[src/rtl/scan_chain_ctrl.sv]
// -----------------------------------------------------------------------------
// scan_chain_ctrl
//
// Two-pin serial test access path for a wide-port core. A vector is shifted in
// on s_in (one position per s_valid cycle), applied to the core in one parallel
// update, the core is left to run for RUN_CYCLES clocks, its outputs are
// captured in parallel, and they leave on s_out during the following scan.
//
// Parameters
//   IN_WIDTH   : width of dut_in (bits driven onto the core), >= 1
//   OUT_WIDTH  : width of dut_out (bits captured from the core), >= 1
//   RUN_CYCLES : clocks between update and capture, >= 0
//
// Ports
//   clk      in   single clock, rising edge
//   aresetn  in   synchronous active-low reset
//   start    in   begin a scan/update/run/capture sequence (sampled in IDLE)
//   s_in     in   serial data in
//   s_valid  in   serial bit available; advances the chain one position in SHIFT
//   s_out    out  serial data out, MSB of the chain
//   dut_in   out  registered parallel vector to the core
//   dut_out  in   parallel core outputs, sampled in CAPTURE
//   busy     out  high whenever the sequencer is not IDLE
//   done     out  one-cycle pulse in the cycle after CAPTURE
// -----------------------------------------------------------------------------
module scan_chain_ctrl #(
  parameter int IN_WIDTH   = 64,
  parameter int OUT_WIDTH  = 48,
  parameter int RUN_CYCLES = 1
) (
  input  logic                 clk,
  input  logic                 aresetn,
  input  logic                 start,
  input  logic                 s_in,
  input  logic                 s_valid,
  output logic                 s_out,
  output logic [IN_WIDTH-1:0]  dut_in,
  input  logic [OUT_WIDTH-1:0] dut_out,
  output logic                 busy,
  output logic                 done
);

  localparam int L  = (IN_WIDTH > OUT_WIDTH) ? IN_WIDTH : OUT_WIDTH;
  localparam int CW = $clog2(L + 1);
  // A zero-cycle run still needs a legal (unused) counter width.
  localparam int RW = (RUN_CYCLES > 0) ? $clog2(RUN_CYCLES + 1) : 1;

  localparam logic [CW-1:0] SHIFT_LAST = CW'(L - 1);
  localparam logic [RW-1:0] RUN_LAST   = RW'((RUN_CYCLES > 0) ? RUN_CYCLES - 1 : 0);

  typedef enum logic [2:0] {
    S_IDLE,
    S_SHIFT,
    S_UPDATE,
    S_RUN,
    S_CAPTURE
  } state_t;

  state_t          state;
  logic [L-1:0]    sr;
  logic [L-1:0]    sr_shifted;
  logic [L-1:0]    sr_capture;
  logic [CW-1:0]   shift_cnt;
  logic [RW-1:0]   run_cnt;

  // Shift toward the MSB; written as shift-then-insert so L == 1 needs no
  // special case. The capture image zero-fills the chain above OUT_WIDTH so
  // the first L-OUT_WIDTH bits of the next scan are 0.
  always_comb begin
    sr_shifted    = sr << 1;
    sr_shifted[0] = s_in;
    sr_capture    = '0;
    sr_capture[OUT_WIDTH-1:0] = dut_out;
  end

  assign s_out = sr[L-1];
  assign busy  = (state != S_IDLE);

  always_ff @(posedge clk) begin
    if (!aresetn) begin
      state     <= S_IDLE;
      sr        <= '0;
      dut_in    <= '0;
      shift_cnt <= '0;
      run_cnt   <= '0;
      done      <= 1'b0;
    end else begin
      done <= 1'b0;
      case (state)
        S_IDLE: begin
          if (start) begin
            state     <= S_SHIFT;
            shift_cnt <= '0;
          end
        end

        // Stalled cycles (s_valid low) hold chain, counter and s_out.
        S_SHIFT: begin
          if (s_valid) begin
            sr        <= sr_shifted;
            shift_cnt <= shift_cnt + 1'b1;
            if (shift_cnt == SHIFT_LAST) begin
              state <= S_UPDATE;
            end
          end
        end

        // The only place dut_in changes, so core inputs are quiet while shifting.
        S_UPDATE: begin
          dut_in  <= sr[IN_WIDTH-1:0];
          run_cnt <= '0;
          state   <= (RUN_CYCLES > 0) ? S_RUN : S_CAPTURE;
        end

        S_RUN: begin
          run_cnt <= run_cnt + 1'b1;
          if (run_cnt == RUN_LAST) begin
            state <= S_CAPTURE;
          end
        end

        S_CAPTURE: begin
          sr    <= sr_capture;
          done  <= 1'b1;
          state <= S_IDLE;
        end

        default: begin
          state <= S_IDLE;
        end
      endcase
    end
  end

endmodule

[config.mk]
export PLATFORM = sky130hd
export DESIGN_NAME = scan_chain_ctrl
export DESIGN_NICKNAME = d
export VERILOG_FILES = /design/src/rtl/scan_chain_ctrl.sv
export SDC_FILE = /design/constraint.sdc
export NUM_CORES = 1
export LEC_CHECK = 0
export ABC_AREA = 1
export CAP_MARGIN = 20
export CORE_MARGIN = 4
export CORE_UTILIZATION = 55
export DETAILED_ROUTE_END_ITERATION = 7
export DONT_BUFFER_PORTS = 1
export GPL_ROUTABILITY_DRIVEN = 0
export PLACE_DENSITY = 0.7
export SETUP_SLACK_MARGIN = 0.3
export SYNTH_ARGS = -nofsm -noshare
export SYNTH_HDL_FRONTEND = slang
export SYNTH_SLANG_ARGS = --single-unit
export TNS_END_PERCENT = 10
[constraint.sdc]
create_clock -name clk -period 1.35 [get_ports clk]
set_input_delay 0.27 -clock clk [delete_from_list [all_inputs] [get_ports clk]]
set_output_delay 0.27 -clock clk [all_outputs]
set_load 0.005 [all_outputs]
==> results.md <==
- Failing checks: hold timing, setup timing
- Worst Tran Pin Value: approximately 0.33 ns
- FF-to-FF Start: state[1]
- First-pass GRT wire length: roughly 25000 um
- Clock root buffer: clkbuf_8
- Post-place instance area: between 0.005 and 0.006 mm^2
- CTS tree: yes
- Share of cells above drive strength 1: between 30 and 40%
- Antenna Nets Post-Route: 0
- R2r setup slk: -0.1 ns
- Final net count: approximately 840
- Pre-antenna DRT Iters: 5
- IO Port Bufs: 0
- Htree depth: 4
- Mean Syn Cell Area: approximately 7.6 um^2
- Fin area: around 0.0076 mm^2
- Final Skew: between 0.005 and 0.006 ns
- Final setup vio count: 35
- Pleak: about 0.003 uW
- Clock buffer depth: 2
- # rows: 37
- Hold depth: 2
- Vias/cell: ~5.7
- RSZ-0062 raised after global routing: true
- Initial DRC count: approximately 470
- Net Count, Synth: just over 800
- Final HPWL DP: about 8300 um
- Post-synth EDFFs: 0
- Top FF cell, synth: dfxtp_1
- R2R depth: 8
- Synth Warn #: 0
- Highest Clock Rate: approximately 700 MHz
- Crit path launch type: flip-flop
- Vias in the first global route: between 5k and 6k
- Post-synth cell types: 26
- Starting Density: 56.4%
- Asr flop ratio synth: 0%
- Simple-Gate Fraction of Synth Area: 17.0%
- Sequential fraction of the synthesis area: between 40 and 50%
- Pin count of the biggest net entering global routing: 95
- Hold Crit Class: in2reg
- ANT cells: 0
- Status: complete, but fails checks
- DRC: 0
- XOR/XNOR Fraction of Synth Area: 0%
- GRT overflow: 0
- Most frequent cell after synthesis: a21oi_1
- Worst-path fanout max: 6
- Setup TNS: -1.00 ns
- Seq cells post-synth: 140
- Final hold slack: -0.117 ns
- Antenna violations before repair: 0
- Crit path DAT: approximately 1.9 ns
- Final slew viol count: 0
- PD cells: roughly 1700 mW/mm^2
- Core Region: 0.0103 mm^2
- Synth Area in Compound Gates: approximately 20%
- Fillers: 677
- Avg WL per Cell: 17.9 um
- Synth-to-Final Area Change: 31.3%
- Clock sink total: 140
- Critical Path Source: state[1]
- Top post-synthesis cells by count: 154 x a21oi_1, 140 x dfxtp_1, 114 x inv_1, 77 x nor2_1, 77 x o21ai_0
- Dpl ws: -0.0359 ns
- Req. time, crit path: between 1.5 and 2 ns
- Tcrit/Tclk final: 107%
- Die area: 0.0123 mm^2
- Ranking of synthesized cells by area: dfxtp_1 48%, a21oi_1 13%, inv_1 7.3%, o21ai_0 6.6%, nor2_1 5.0%
- Worst r2r dst: sr[61]
- Post-synthesis mux area share: 0%
- Setup CP Type: reg2reg
- Post-Route WL: 16700 um
- Io pins: 120
- Final WS setup: -0.0963 ns
- Cts bufs inserted: 17
- End of the critical path: sr[61]
- DIE WIDTH: 111 um
- Leading area contributor after synthesis: dfxtp_1
- Yosys top cell area share: about half
- Nature of the critical path endpoint: flip-flop
- Post-Syn Area: approximately 0.0058 mm^2
- Min Tclk post-route: between 1 and 1.5 ns
- Worst-case vdd ir drop: about 0.0010 V
- Synth Area in Adders: 0.215%
- Detailed-route via count: about 5.3k
- GR Util All Layers: between 20% and 30%
- Chip height: ~110 um
- Clk pin slew, worst setup/hold paths: 0.06 ns
- Mapped Cells: around 770
- Fin. Hold Viols: 93
- Clock insertion delay at the later pin of the skew report: approximately 0.51 ns
- Combinational family with the most area after synthesis: compound AO/OA/AOI/OAI gates
- Slew margin rel.: between 70% and 80%
- Max-cap viol count: 0
[layout by cell type (no fill, tap or decap), types with 2 or more instances in the layout]
cell and instances:
a21oi_1 130, a21oi_2 24, buf_12 10, buf_16 9
buf_4 12, buf_6 5, buf_8 3, bufbuf_16 2
bufinv_16 3, clkbuf_16 20, clkbuf_8 3, clkinv_2 5
clkinvlp_4 4, dfxtp_1 69, dfxtp_2 67, dfxtp_4 4
dlygate4sd3_1 4, inv_1 110, inv_2 3, inv_4 2
nand2_1 54, nand2_2 8, nand2_4 4, nand2_8 3
nand3_1 34, nand3_2 19, nand3_4 3, nor2_1 53
nor2_2 14, nor2_4 12, nor3_1 3, nor3_2 12
o21ai_0 25, o21ai_1 45, o21ai_2 12
[stage by stage]
| step | total power, uW | util [%] | instances |
|---|---|---|---|
| 3_5_place_dp | 7400 | 56.8 | 866 |
| 3_3_place_gp | 7300 | 56.8 | 866 |
| 6_report | 13200 | 74.1 | 933 |
| 4_1_cts | 12900 | 70.3 | 923 |
| 2_1_floorplan | 6930 | - | 766 |
| 5_1_grt | 13800 | 74.1 | 933 |
[worst max-delay path: stages (launching register included)]
cell and delay, ns:
dfxtp_4 0.40, nor2_4 0.06, buf_6 0.13, nand2_8 0.13
buf_4 0.14, inv_4 0.04, nor2_1 0.14, nand2_1 0.11
a21oi_1 0.20
[cell type report]
type / count / area [um^2] / share of cell area, %
repair buffers: 49 / 845 / 11.0
inverters: 117 / 452 / 5.91
clock inverters: 12 / 145 / 1.90
multi-input cells: 459 / 2690 / 35.2
flip-flops and latches: 140 / 2900 / 37.9
well taps: 136 / 170 / 2.23
clock buffers: 20 / 445 / 5.82
[registers in the layout, indices dropped and copies added (netlist names)]
name and cells:
done 1, shift_cnt 7, sr 64, state 3, dut_in 64, run_cnt 1
[power breakdown]
| part | switching [uW] | internal, uW | total, uW |
|---|---|---|---|
| clock | 1760 | 2890 | 4660 |
| sequential | 551 | 4890 | 5450 |
| combinational | 1790 | 1330 | 3120 |
[cells by family after synthesis]
kind of cell    after synthesis
compound gates              238
fa+ha+maj                     1
buf+inv                     170
flops                       140
simple gates                217
[how the worst min path moves through the flow]
stage | from | to | slack [ns]
floorplan | dut_in[10] | dut_in[10] | 0.44
global placement | aresetn | state[0] | 0.40
detailed placement | aresetn | state[0] | 0.41
CTS | aresetn | state[0] | -0.14
global route | aresetn | dut_in[2] | -0.14
finish | aresetn | dut_in[2] | -0.12
[timing repair]
item                                    in CTS  in global routing
hold endpoints to repair                    96                 93
setup buffers                               10                  2
resized for setup                          157                 98
pin swaps                                   25                 21
cloned                                      12                  7
hold buffers                                 3                  1
endpoints found under the setup margin     205                205
[layer usage]
| layer | share of wire (%) | GRT usage [%] |
|---|---|---|
| met2 | 50 | 40.3 |
| met4 | 3.3 | 9.61 |
| met1 | 40 | 31.4 |
| met5 | 0 | 0 |
| met3 | 6.5 | 7.48 |
(Power assumes the default switching activity.)
